[config.mk]
export PLATFORM = sky130hd
export DESIGN_NAME = pbch_llr_demapper
export DESIGN_NICKNAME = d
export VERILOG_FILES = /design/src/rtl/pbch_llr_demapper.sv
export SDC_FILE = /design/constraint.sdc
export NUM_CORES = 1
export LEC_CHECK = 0
export BUFFER_PORTS_ARGS = -buffer_cell sky130_fd_sc_hd__buf_2
export CAP_MARGIN = 40
export CORE_MARGIN = 4
export CORE_UTILIZATION = 46
export DETAILED_ROUTE_END_ITERATION = 6
export GPL_ROUTABILITY_DRIVEN = 1
export GPL_TIMING_DRIVEN = 0
export PLACE_DENSITY = 0.71
export SYNTH_ARGS = -nofsm -noshare
export SYNTH_HDL_FRONTEND = slang
export SYNTH_SLANG_ARGS = --single-unit
[constraint.sdc]
create_clock -name clk_i -period 2.3 [get_ports clk_i]
set_input_delay 0.46 -clock clk_i [delete_from_list [all_inputs] [get_ports clk_i]]
set_output_delay 0.46 -clock clk_i [all_outputs]
set_load 0.02 [all_outputs]
[src/rtl/pbch_llr_demapper.sv]
// PBCH LLR demapper: strips DMRS/SSS REs from SSB symbols 1..3 and emits
// saturated QPSK soft-bit pairs, framed per SSB with tlast on pair 432.
module pbch_llr_demapper #(
    parameter int unsigned IN_DW      = 32,
    parameter int unsigned LLR_DW     = 8,
    parameter int unsigned LLR_SHIFT  = 8,
    parameter int unsigned SC_PER_SYM = 240
) (
    input  logic                  clk_i,
    input  logic                  reset_i,
    input  logic [9:0]            N_id_i,
    input  logic                  N_id_valid_i,
    input  logic                  PBCH_start_i,
    input  logic [IN_DW-1:0]      s_axis_in_tdata,
    input  logic                  s_axis_in_tvalid,
    output logic [2*LLR_DW-1:0]   m_axis_llr_tdata,
    output logic                  m_axis_llr_tvalid,
    output logic                  m_axis_llr_tlast,
    output logic                  dmrs_valid_o,
    output logic                  abort_o
);

    localparam int unsigned CW            = IN_DW / 2;
    localparam int unsigned SCW           = $clog2(SC_PER_SYM);
    localparam int unsigned PAIRS_PER_SSB = 432;
    localparam int unsigned CNTW          = $clog2(PAIRS_PER_SSB);

    localparam logic [1:0] ST_IDLE = 2'd0;
    localparam logic [1:0] ST_SYM1 = 2'd1;
    localparam logic [1:0] ST_SYM2 = 2'd2;
    localparam logic [1:0] ST_SYM3 = 2'd3;

    // SSS plus guard band occupies subcarriers 48..191 of symbol 2
    localparam logic [SCW-1:0]  SSS_FIRST = SCW'(48);
    localparam logic [SCW-1:0]  SSS_LAST  = SCW'(191);
    localparam logic [SCW-1:0]  LAST_SC   = SCW'(SC_PER_SYM - 1);
    localparam logic [CNTW-1:0] LAST_PAIR = CNTW'(PAIRS_PER_SSB - 1);

    // Symmetric saturation limits; the most negative code is never produced
    localparam logic signed [CW-1:0] POS_LIM = CW'((2 ** (LLR_DW - 1)) - 1);
    localparam logic signed [CW-1:0] NEG_LIM = -POS_LIM;

    // Shift then clamp one component to a symmetric LLR
    function automatic logic [LLR_DW-1:0] sat_llr(input logic signed [CW-1:0] x);
        logic signed [CW-1:0] sh;
        sh = x >>> LLR_SHIFT;
        if (sh > POS_LIM)      sat_llr = LLR_DW'(POS_LIM);
        else if (sh < NEG_LIM) sat_llr = LLR_DW'(NEG_LIM);
        else                   sat_llr = LLR_DW'(sh);
    endfunction

    logic [1:0]          state_q, state_d;
    logic [SCW-1:0]      sc_cnt_q, sc_cnt_d;
    logic [1:0]          ssb_v_q, ssb_v_d;
    logic [1:0]          v_q;
    logic                id_ok_q;
    logic [CNTW-1:0]     llr_cnt_q;
    logic                s1_data_q;
    logic                s1_dmrs_q;
    logic [2*LLR_DW-1:0] s1_llr_q;

    logic                start_go;
    logic                abort_c;
    logic [1:0]          cur_sym;
    logic [SCW-1:0]      cur_k;
    logic [1:0]          cur_v;
    logic                beat_acc;
    logic                in_sss;
    logic                is_dmrs;
    logic                is_data;
    logic                unused_nid;

    assign unused_nid = ^N_id_i[9:2];

    // Next-state: a start (also as abort) makes the current beat SYM1 sc 0
    always_comb begin
        start_go = PBCH_start_i && id_ok_q;
        abort_c  = start_go && (state_q != ST_IDLE);
        cur_sym  = start_go ? ST_SYM1 : state_q;
        cur_k    = start_go ? '0 : sc_cnt_q;
        cur_v    = start_go ? v_q : ssb_v_q;
        beat_acc = s_axis_in_tvalid && (cur_sym != ST_IDLE);
        in_sss   = (cur_sym == ST_SYM2) && (cur_k >= SSS_FIRST) && (cur_k <= SSS_LAST);
        is_dmrs  = !in_sss && (cur_k[1:0] == cur_v);
        is_data  = !in_sss && !is_dmrs;
        state_d  = cur_sym;
        sc_cnt_d = cur_k;
        ssb_v_d  = cur_v;
        if (beat_acc) begin
            if (cur_k == LAST_SC) begin
                sc_cnt_d = '0;
                state_d  = (cur_sym == ST_SYM3) ? ST_IDLE : 2'(cur_sym + 2'd1);
            end else begin
                sc_cnt_d = SCW'(cur_k + 1'b1);
            end
        end
    end

    // State, subcarrier counter and per-SSB DMRS shift
    always_ff @(posedge clk_i) begin
        if (reset_i) begin
            state_q  <= ST_IDLE;
            sc_cnt_q <= '0;
            ssb_v_q  <= '0;
        end else begin
            state_q  <= state_d;
            sc_cnt_q <= sc_cnt_d;
            ssb_v_q  <= ssb_v_d;
        end
    end

    // Cell-ID latch; consumed at the next PBCH start
    always_ff @(posedge clk_i) begin
        if (reset_i) begin
            v_q     <= '0;
            id_ok_q <= 1'b0;
        end else if (N_id_valid_i) begin
            v_q     <= N_id_i[1:0];
            id_ok_q <= 1'b1;
        end
    end

    // Stage 1: classify the beat and compute saturated LLRs
    always_ff @(posedge clk_i) begin
        if (reset_i) begin
            s1_data_q <= 1'b0;
            s1_dmrs_q <= 1'b0;
            s1_llr_q  <= '0;
        end else begin
            s1_data_q <= beat_acc && is_data;
            s1_dmrs_q <= beat_acc && is_dmrs;
            s1_llr_q  <= {sat_llr(s_axis_in_tdata[IN_DW-1:CW]), sat_llr(s_axis_in_tdata[CW-1:0])};
        end
    end

    // Stage 2: registered outputs, pair counting and tlast; abort flushes stage 1
    always_ff @(posedge clk_i) begin
        if (reset_i) begin
            m_axis_llr_tdata  <= '0;
            m_axis_llr_tvalid <= 1'b0;
            m_axis_llr_tlast  <= 1'b0;
            dmrs_valid_o      <= 1'b0;
            abort_o           <= 1'b0;
            llr_cnt_q         <= '0;
        end else begin
            abort_o <= abort_c;
            if (abort_c) begin
                m_axis_llr_tvalid <= 1'b0;
                m_axis_llr_tlast  <= 1'b0;
                dmrs_valid_o      <= 1'b0;
                llr_cnt_q         <= '0;
            end else begin
                m_axis_llr_tvalid <= s1_data_q;
                m_axis_llr_tlast  <= s1_data_q && (llr_cnt_q == LAST_PAIR);
                dmrs_valid_o      <= s1_dmrs_q;
                if (s1_data_q) begin
                    m_axis_llr_tdata <= s1_llr_q;
                    llr_cnt_q        <= (llr_cnt_q == LAST_PAIR) ? '0 : CNTW'(llr_cnt_q + 1'b1);
                end
            end
        end
    end

endmodule

# Yosys cells after proc, flatten, opt, wreduce, memory -nomap -nowiden
# Index checks and enable logic that the tools add are counted.
# W data, S select, Z words.
[op_classes]
order_cmp = 6
bitwise = 1
reduce_logical = 18
muxes = 13
n_eq_ne = 5
add_sub_neg = 3
[ops]
columns = ["op", "n"]
rows = [
  ["$mux W8", 5],
  ["$gt A8 B8 Y1 const B", 2],
  ["$lt A8 B8 Y1 const B", 2],
  ["$mux W7", 2],
  ["$logic_and A1 B1 Y1", 10],
  ["$mux W2", 5],
  ["$add A9 B1 Y9 const B", 1],
  ["$eq A9 B9 Y1 const B", 1],
  ["$mux W9", 1],
  ["$add A8 B1 Y8 const B", 1],
  ["$eq A8 B8 Y1 const B", 1],
  ["$ge A8 B6 Y1 const B", 1],
  ["$le A8 B8 Y1 const B", 1],
  ["$reduce_or A2 Y1", 3],
  ["$eq A2 B2 Y1 const B", 2],
  ["$reduce_bool A2 Y1", 2],
  ["$add A2 B1 Y2 const B", 1],
  ["$eq A2 B2 Y1", 1],
  ["$logic_not A1 Y1", 2],
  ["$reduce_and A2 Y1", 1],
  ["$not A1 Y1", 1],
]
[word_totals]
ff_bits = 62
word_cells = 62
in_bits = 47
output_inout_bits = 20

# Depth between registers and ports, before layout
# Gate-level depths: netlist of run 1.
[logic_depth]
ltp_word = 10
ltp_mapped = 9
ltp_nobuf = 7

# Least setup slack after synthesis of run 1
# No wires, ideal clock.
[synth_path]
path_type = "input to register"
startpoint = "input PBCH_start_i"
endpoint = "register sc_cnt_q[4]"
setup_slack_ps = 129
cell_stages = 9
n_path_buf = 2
arrival_time_ps = 2101
setup_ps = 70
required_ps = 2230
path_cell_list = "buf_2 nand2_1 and2_1 inv_1 ha_1 nand4b_1 buf_2 or4_1 a21oi_1"
[synth_via]
elab_chain_len = 5
elab_cells_between_ends = 9
classes_between = "add/sub (1); eq/ne (1); mux (4); reduce/logical (3)"
[synth_lines]
columns = ["item", "line_no", "source"]
rows = [
  ["from (decl)", "13", "input logic PBCH_start_i,"],
  ["$logic_and A1 B1 Y1 (*)", "77", "start_go = PBCH_start_i && id_ok_q;"],
  ["$mux W8 / $mux W2 (equally long branches)", "80, 79", ""],
  ["$add A8 B1 Y8 (tied with other cells)", "94", "sc_cnt_d = SCW'(cur_k + 1'b1);"],
  ["$mux W8 / $logic_and A1 B1 Y1 (equally long branches)", "90, 82", ""],
  ["$mux W8 (*)", "89", "if (beat_acc) begin"],
  ["to (signal assigned)", "107", "sc_cnt_q <= sc_cnt_d;"],
  ["to (decl)", "53", "logic [SCW-1:0] sc_cnt_q, sc_cnt_d;"],
]
# Every way passes the cells marked *; elsewhere a longest branch is shown, timed or not.
# A chain may end at the register's enable or synchronous reset.

# Final worst setup path of run 1
[layout_path]
startpoint = "register id_ok_q"
endpoint = "register sc_cnt_q[4]"
[layout_via]
elab_chain_len = 5
elab_cells_between_ends = 9
classes_between = "add/sub (1); eq/ne (1); mux (4); reduce/logical (3)"
[layout_lines]
columns = ["item", "line_no", "source"]
rows = [
  ["from (decl)", "56", "logic id_ok_q;"],
  ["from (signal assigned)", "116", "id_ok_q <= 1'b0;"],
  ["from (signal assigned)", "119", "id_ok_q <= 1'b1;"],
  ["$logic_and A1 B1 Y1 (*)", "77", ""],
  ["$mux W8 / $mux W2 (equally long branches)", "80, 79", ""],
  ["$add A8 B1 Y8 (tied with other cells)", "94", ""],
  ["$mux W8 / $logic_and A1 B1 Y1 (equally long branches)", "90, 82", ""],
  ["$mux W8 (*)", "89", ""],
]
# Marked as above.

==> results of run 1 <==
report_power, final:
part	internal (mW)	switching, mW
combinational	0.0473	0.0668
sequential	1.10	0.0138
clock	0.503	0.438
total	1.65	0.518
stage by stage:
stage / utilization (%) / instances / cell area [um^2] / TNS (ns) / hold slack (ns)
after floorplan: - / 269 / 2470 / 0 / 0.394
after global placement: 53.6 / 379 / 2750 / -0.132 / 0.401
after detailed placement: 53.6 / 379 / 2750 / -0.171 / 0.404
after CTS: 57.4 / 395 / 2950 / 0 / 0.321
after global routing: 57.5 / 395 / 2950 / 0 / 0.323
final: 57.5 / 395 / 2950 / 0 / 0.329
cells in the mapped netlist (2+ instances only):
cell type and count:
and2_1 16, dfxtp_1 62, inv_1 8, nor2b_1 3, nand4b_1 3, nand4_1 4
o41ai_1 2, buf_2 5, clkbuf_1 8, xor2_1 4, o21ai_0 22, nand3b_1 3
nand2b_1 3, nor2_1 16, mux2i_1 4, nand3_1 20, a31oi_1 2, nor3_1 8
or3_1 4, a21oi_1 26, xnor2_1 3, a211oi_1 2, nand2_1 11, and4b_1 2
or4_1 5, o31ai_1 3, ha_1 5
layout make-up:
| type | instances | area, um^2 | area share, % |
|---|---|---|---|
| repair buffers | 40 | 200 | 6.78 |
| clock buffers | 9 | 124 | 4.19 |
| flip-flops and latches | 62 | 1240 | 42.0 |
| plain buffers | 13 | 55.1 | 1.86 |
| inverters | 8 | 30.0 | 1.02 |
| clock inverters | 7 | 73.8 | 2.50 |
| multi-input cells | 186 | 1140 | 38.7 |
| well taps | 70 | 87.6 | 2.96 |
path summary, 6_finish.rpt:
kind                             end  depth (start not counted)
max reg2reg   sc_cnt_q[4]$_SDFF_PP0_                          9
min          s1_llr_q[10]$_SDFF_PP0_                          2
min reg2reg  dmrs_valid_o$_SDFF_PP0_                          2
max           sc_cnt_q[4]$_SDFF_PP0_                          9
flip-flops by register name (all words and copies together), names as in the netlist:
signal	flops
s1_llr_q	16
v_q	2
s1_data_q	1
m_axis_llr_tvalid	1
llr_cnt_q	9
m_axis_llr_tdata	16
id_ok_q	1
dmrs_valid_o	1
ssb_v_q	2
sc_cnt_q	8
m_axis_llr_tlast	1
state_q	2
s1_dmrs_q	1
abort_o	1
logic make-up (layout without fill, tap and decap cells):
family          Yosys count  count (layout)  synth area share [%]
simple gates            101             101                  22.9
compound gates           69              69                  16.7
flops                    62              62                  50.3
buf+inv                  21              77                  3.45
xor+xnor                  7               7                  2.49
fa+ha+maj                 5               5                  2.54
mux                       4               4                  1.62
metal layers:
layer | vias to the layer above | wire (um) | track usage (%) | share of wire [%]
met2 | 38 | 2330 | 26.4 | 45
met1 | 955 | 2550 | 22.3 | 49
li1 | 1080 | - | - | -
met3 | 10 | 219 | 5.10 | 4.2
met5 | - | 0 | 0 | 0
met4 | 0 | 92 | 8.95 | 1.8
==> impl_metrics.yaml, run 1 <==
status:
  status: "complete, no violations"
critical_path:
  path_delay_family: "simple AND/OR/NAND/NOR gates"
  worstPathMaxFanout: 10
  max_stage_delay_ns: 0.50
  r2r_start: "id_ok_q$_SDFFE_PP0P_"
  cp_common_cell: "buf_2"
  critPathRequiredTime_ns: 2.57
  start_kind: "register"
  worstSetupPathType: "register to register"
  worstPathCellList: "buf_2, nand2_2, and2_1, inv_1, ha_1, nand4b_1, buf_2, or4_1, a21oi_1"
  regToRegSetupSlack_ns: 0.13
  cp_slowest_cell: "or4_1"
  path_buf_inv: 3
  critPathCaptureType: "register"
  startpoint: "id_ok_q$_SDFFE_PP0P_"
  cp.arrival_ns: 2.44
final_layout:
  antennaDiodeCount: 0
  layout_common_cells: "dfxtp_1 (62), buf_2 (45), a21oi_1 (26), o21ai_0 (22), nand3_1 (20)"
  drive_gt1_share_pct: 20.0
  nets: 372
  syn_to_final_growth_pct: 19.8
  fillers: 510
  final_common_cell: "dfxtp_1"
clock_network:
  numCtsBuffers: 9
  cts_tree: "built"
  cts_setup_buffers: 0
  cts.sinks: 62
  root_buffer: "clkbuf_8"
  htreeDepth: 3
  holdBufCountCts: 0
  cts_resized: 0
  cts.reportedPaths.clkPinSlew_ns: 0.07
  clock_latency_ns: 0.34
  max-clock-path-buffers: 2
synth:
  synth_nets: 321
  synth_edf_count: 0
  synth-seq-area-share_pct: 50.3
  yosysWarnings: 0
  synth_ff_type: "dfxtp_1"
  avgSynthCellArea_um2: 9.17
  synthCells: 269
  synth_top_area_share_pct: 50.3
  synth_top_area_cell: "dfxtp_1"
  synth_area_um2: 2470
  async_flop_share_pct: 0
  synthTopCellsByArea: "dfxtp_1 (50%), a21oi_1 (5.3%), o21ai_0 (4.5%)"
  yosysUniqueCellTypes: 42
  ys_seq_elements: 62
detailed_routing:
  wl_per_cell_um: 13.1
  detail-route-antenna-nets: 0
  vias: 2083
  vias_per_cell: 5.27
  drt-initial-drc-count: 64
  firstDrtPassIters: 5
  wl_mm: 5.19
  drc: 0
timing:
  max_freq_mhz: 460
  hold_violations: 0
  rsz0062_at_grt: "false"
  post-route-min-period_ns: 2.17
  period_share_pct: 94.5
  tightestPinTransition_ns: 0.516
  fin_skew_ns: 0.0106
  fin_ws_ns: 0.127
  setup_viol: 0
  relSlewSlack_pct: 65.6
  drv_slew: 0
floorplanning:
  core_area_um2: 5140
  start_util_pct: 48.0
  die-height_um: 81.2
  dieWidth_um: 81.2
  dieArea_um2: 6600
  ios: 67
  rows: 26
power:
  ir_worst_vdd_v: 0.000353
  power.total_mw: 2.17
  pwr_density_cell_nw_per_um2: 734
  p_leak_nw: 1.14
placed_design:
  place_ws_ns: -0.0860
  io_buffers: 40
  hpwl_mm: 3.80
  gp_congestion: 0.850
grt:
  grt_max_degree: 13
  overflow: 0
  grtUsageTotal_pct: 17.4
  antenna_found_initial: 0
  grt_pass1_vias: 1945
  grt_pass1_wl_mm: 8.71
min_path:
  hp-class: "primary input to register"
  holdCritStartpoint: "s_axis_in_tdata[26]"
run:
  maxCapViolCount: 0
(Power assumes the default switching activity.)
==> inputs of run 2 (changes only) <==
==> constraint.sdc (replaced) <==
create_clock -name clk_i -period 2.4 [get_ports clk_i]
set_input_delay 0.48 -clock clk_i [delete_from_list [all_inputs] [get_ports clk_i]]
set_output_delay 0.48 -clock clk_i [all_outputs]
set_load 0.02 [all_outputs]
==> impl_metrics.yaml, run 2 (synthesis gave the netlist of run 1 again) <==
power:
  p_leak_nw: 1.14
  pwr_density_cell_nw_per_um2: 704
  power.total_mw: 2.08
  ir_worst_vdd_v: 0.000338
critical_path:
  critPathCaptureType: "register"
  critPathRequiredTime_ns: 2.67
  max_stage_delay_ns: 0.50
  cp_common_cell: "buf_2"
  cp_slowest_cell: "or4_1"
  worstPathMaxFanout: 10
  cp.arrival_ns: 2.53
  r2r_start: "id_ok_q$_SDFFE_PP0P_"
  startpoint: "id_ok_q$_SDFFE_PP0P_"
  worstPathCellList: "buf_2, nand2_1, and2_1, inv_1, ha_1, nand4b_1, buf_2, or4_1, a21oi_1"
  regToRegSetupSlack_ns: 0.14
  worstSetupPathType: "register to register"
  start_kind: "register"
detailed_routing:
  vias: 2086
  drt-initial-drc-count: 66
  wl_mm: 5.18
  firstDrtPassIters: 5
  vias_per_cell: 5.28
  drc: 0
  detail-route-antenna-nets: 0
  wl_per_cell_um: 13.1
timing:
  fin_ws_ns: 0.141
  post-route-min-period_ns: 2.26
  tns_ns: 0
  drv_slew: 0
  fin_skew_ns: 0.0106
  rsz0062_at_grt: "false"
  max_freq_mhz: 443
  whs_ns: 0.349
  period_share_pct: 94.1
  hold_violations: 0
  tightestPinTransition_ns: 0.511
  relSlewSlack_pct: 66.0
  setup_viol: 0
clock_network:
  cts.reportedPaths.clkPinSlew_ns: 0.07
  root_buffer: "clkbuf_8"
  cts.sinks: 62
  numCtsBuffers: 9
  htreeDepth: 3
  max-clock-path-buffers: 2
  cts_resized: 0
  cts_tree: "built"
  holdBufCountCts: 0
  clock_latency_ns: 0.34
  cts_setup_buffers: 0
floorplanning:
  die-height_um: 81.2
  rows: 26
  dieWidth_um: 81.2
  ios: 67
  start_util_pct: 48.0
  core_area_um2: 5140
  dieArea_um2: 6600
final_layout:
  drive_gt1_share_pct: 19.7
  top_regs: "m_axis_llr_tdata: 16 flops, s1_llr_q: 16 flops, llr_cnt_q: 9 flops"
  layout_common_cells: "dfxtp_1 (62), buf_2 (45), a21oi_1 (26), o21ai_0 (22), nand3_1 (20)"
  antennaDiodeCount: 0
  final_common_cell: "dfxtp_1"
  syn_to_final_growth_pct: 19.7
  nets: 372
grt:
  antenna_found_initial: 0
  grt_pass1_wl_mm: 8.71
  grt_pass1_vias: 1945
  overflow: 0
  grtUsageTotal_pct: 17.4
  grt_max_degree: 13
placed_design:
  gp_congestion: 0.850
  hpwl_mm: 3.80
  place_ws_ns: -0.00598
  io_buffers: 40
min_path:
  hp-class: "primary input to register"
  holdCritStartpoint: "s_axis_in_tdata[26]"
status:
  status: "complete, no violations"
run:
  maxCapViolCount: 0
run 2: cell counts in the layout (fill, tap and decap cells not counted):
Identical to the previous run, type by type.
run 2: final timing paths:
path	to	depth (start not counted)
worst min register to register	dmrs_valid_o$_SDFF_PP0_	2
worst min-delay path	s1_llr_q[10]$_SDFF_PP0_	2
worst max register to register	sc_cnt_q[4]$_SDFF_PP0_	9
worst max-delay path	sc_cnt_q[4]$_SDFF_PP0_	9
run 2: power by group:
group / leakage [nW] / total (mW) / internal [mW] / switching [mW]
clock: 0.0996 / 0.901 / 0.482 / 0.419
combinational: 0.536 / 0.109 / 0.0452 / 0.0635
sequential: 0.504 / 1.07 / 1.05 / 0.0132
run 2: through the flow:
| step | cells | util [%] | cell area (um^2) |
|---|---|---|---|
| floorplan | 269 | - | 2470 |
| global placement | 379 | 53.6 | 2750 |
| detailed placement | 379 | 53.6 | 2750 |
| CTS | 395 | 57.4 | 2950 |
| global route | 395 | 57.4 | 2950 |
| finish | 395 | 57.4 | 2950 |
run 2: critical path, delay by kind of cell (launching register included):
family          cells  cell delay (ns)
compound gates      1             0.13
fa+ha+maj           1             0.19
buf+inv             3             0.43
flops               1             0.31
simple gates        4             1.12
run 2: area by class of cell:
| type | count | area [um^2] |
|---|---|---|
| Inverter | 8 | 30.0 |
| Clock buffer | 9 | 124 |
| Buffer | 13 | 55.1 |
| Timing Repair Buffer | 40 | 200 |
| Clock inverter | 7 | 73.8 |
| Multi-Input combinational cell | 186 | 1140 |
| Fill cell | 512 | 2190 |
| Tap cell | 70 | 87.6 |
| Sequential cell | 62 | 1240 |
run 2: layer usage:
| metal | wire length [um] | share of wire, % | global-route usage, % | up-vias |
|---|---|---|---|---|
| met1 | 2550 | 49 | 22.3 | 956 |
| met3 | 215 | 4.1 | 5.10 | 10 |
| met5 | 0 | 0 | 0 | - |
| li1 | - | - | - | 1082 |
| met4 | 92 | 1.8 | 8.95 | 0 |
| met2 | 2320 | 45 | 26.4 | 38 |
==> inputs of run 3 (changes only) <==
--- a/config.mk
+++ b/config.mk
@@ -7,12 +7,12 @@
 export LEC_CHECK = 0
 export BUFFER_PORTS_ARGS = -buffer_cell sky130_fd_sc_hd__buf_2
 export CAP_MARGIN = 40
-export CORE_MARGIN = 4
 export CORE_UTILIZATION = 46
 export DETAILED_ROUTE_END_ITERATION = 6
 export GPL_ROUTABILITY_DRIVEN = 1
 export GPL_TIMING_DRIVEN = 0
 export PLACE_DENSITY = 0.71
+export REMOVE_ABC_BUFFERS = 1
 export SYNTH_ARGS = -nofsm -noshare
 export SYNTH_HDL_FRONTEND = slang
 export SYNTH_SLANG_ARGS = --single-unit
==> impl_metrics.yaml, run 3 (synthesis gave the netlist of run 1 again) <==
min_path:
  hold_path_depth: 2
  hp-class: "primary input to register"
final_layout:
  final_common_cell: "dfxtp_1"
  antennaDiodeCount: 0
  top_regs: "m_axis_llr_tdata: 16 flops, s1_llr_q: 16 flops, llr_cnt_q: 9 flops"
  syn_to_final_growth_pct: 19.0
  nets: 364
  fillers: 502
  drive_gt1_share_pct: 19.9
  layout_common_cells: "dfxtp_1 (62), buf_2 (42), a21oi_1 (26), o21ai_0 (22), nand3_1 (20)"
placed_design:
  io_buffers: 42
  gp_congestion: 0.744
  hpwl_mm: 3.15
  place_ws_ns: -0.195
critical_path:
  worstPathCellList: "nand2_1, and2_1, inv_1, ha_1, nand4b_1, or4_1, a31oi_1"
  cp_slowest_cell: "or4_1"
  cp_num_cells: 7
  cp.arrival_ns: 2.47
  r2r_end: "state_q[0]$_SDFF_PP0_"
  max_stage_delay_ns: 0.56
  critPathRequiredTime_ns: 2.66
  path_buf_inv: 1
  critPathCaptureType: "register"
  worstSetupEndpoint: "state_q[0]$_SDFF_PP0_"
  regToRegSetupSlack_ns: 0.19
  startpoint: "id_ok_q$_SDFFE_PP0P_"
  path_delay_family: "simple AND/OR/NAND/NOR gates"
  worstPathMaxFanout: 11
  start_kind: "register"
  worstSetupPathType: "register to register"
  r2r_start: "id_ok_q$_SDFFE_PP0P_"
  rr_worst_depth: 7
timing:
  fin_ws_ns: 0.189
  rsz0062_at_grt: "false"
  tns_ns: 0
  max_freq_mhz: 452
  relSlewSlack_pct: 45.8
  fin_skew_ns: 0.00858
  drv_slew: 0
  tightestPinTransition_ns: 0.812
  hold_violations: 0
  post-route-min-period_ns: 2.21
  setup_viol: 0
  period_share_pct: 92.1
grt:
  use_met2_pct: 28.7
  overflow: 0
  grt_max_degree: 37
  antenna_found_initial: 0
  grt_use_met1_pct: 25.2
  grt_pass1_vias: 1764
  grtUsageTotal_pct: 19.3
  use_met3_pct: 5.89
  grt-busiest-layer: "met2"
  grt_pass1_wl_mm: 7.96
clock_network:
  root_buffer: "clkbuf_8"
  cts.sinks: 62
  htreeDepth: 3
  cts_resized: 0
  cts.reportedPaths.clkPinSlew_ns: 0.07
  max-clock-path-buffers: 2
  clock_latency_ns: 0.34
  numCtsBuffers: 9
  cts_tree: "built"
detailed_routing:
  vias: 2060
  drt-initial-drc-count: 60
  detail-route-antenna-nets: 0
  vias_per_cell: 5.32
  wl_mm: 4.88
  drc: 0
  firstDrtPassIters: 4
  wl_per_cell_um: 12.6
floorplanning:
  core_area_um2: 5140
  dieArea_um2: 5660
  dieWidth_um: 75.2
  rows: 26
  die-height_um: 75.2
  ios: 67
  start_util_pct: 48.0
run:
  maxCapViolCount: 0
power:
  power.total_mw: 2.08
  pwr_density_cell_nw_per_um2: 710
  p_leak_nw: 1.13
  ir_worst_vdd_v: 0.000366
status:
  status: "complete, no violations"
run 3: cell type report:
type | instances | area [um^2] | area share [%]
multi-input combinational | 186 | 1140 | 38.8
clock inverter | 5 | 58.8 | 2.00
timing repair buffer | 45 | 236 | 8.06
clock buffer | 11 | 141 | 4.82
sequential | 62 | 1240 | 42.3
tap | 70 | 87.6 | 2.98
inverter | 8 | 30.0 | 1.02
run 3: worst min path at each step:
stage                              start                       to
floorplan           s1_dmrs_q$_SDFF_PP0_  dmrs_valid_o$_SDFF_PP0_
global placement    s1_dmrs_q$_SDFF_PP0_  dmrs_valid_o$_SDFF_PP0_
detailed placement  s1_dmrs_q$_SDFF_PP0_  dmrs_valid_o$_SDFF_PP0_
CTS                   s_axis_in_tdata[9]   s1_llr_q[1]$_SDFF_PP0_
global route          s_axis_in_tdata[9]   s1_llr_q[1]$_SDFF_PP0_
finish                s_axis_in_tdata[9]   s1_llr_q[1]$_SDFF_PP0_
run 3: where the power goes:
part | internal [mW] | switching, mW
combinational | 0.0427 | 0.0565
clock | 0.507 | 0.405
sequential | 1.05 | 0.0165
total | 1.60 | 0.478
run 3: layer usage:
| metal | vias to the layer above | part of all wire, % |
|---|---|---|
| met1 | 956 | 48 |
| met5 | - | 0 |
| met3 | 10 | 4.2 |
| li1 | 1053 | - |
| met2 | 41 | 46 |
| met4 | 0 | 2.2 |
run 3: metrics by stage:
stage | hold WS, ns | cells | util (%) | area (um^2)
6_report | 0.348 | 387 | 57.1 | 2940
2_1_floorplan | 0.394 | 256 | - | 2410
4_1_cts | 0.337 | 387 | 57.1 | 2940
3_3_place_gp | 0.403 | 368 | 52.7 | 2710
5_1_grt | 0.343 | 387 | 57.1 | 2940
3_5_place_dp | 0.401 | 369 | 52.9 | 2720
run 3: what timing repair did:
action | in CTS | in global routing
endpoints found under the hold margin | 0 | 0
hold buffers | 0 | 0
setup buffers | 2 | 0
setup endpoints to repair | 1 | 0
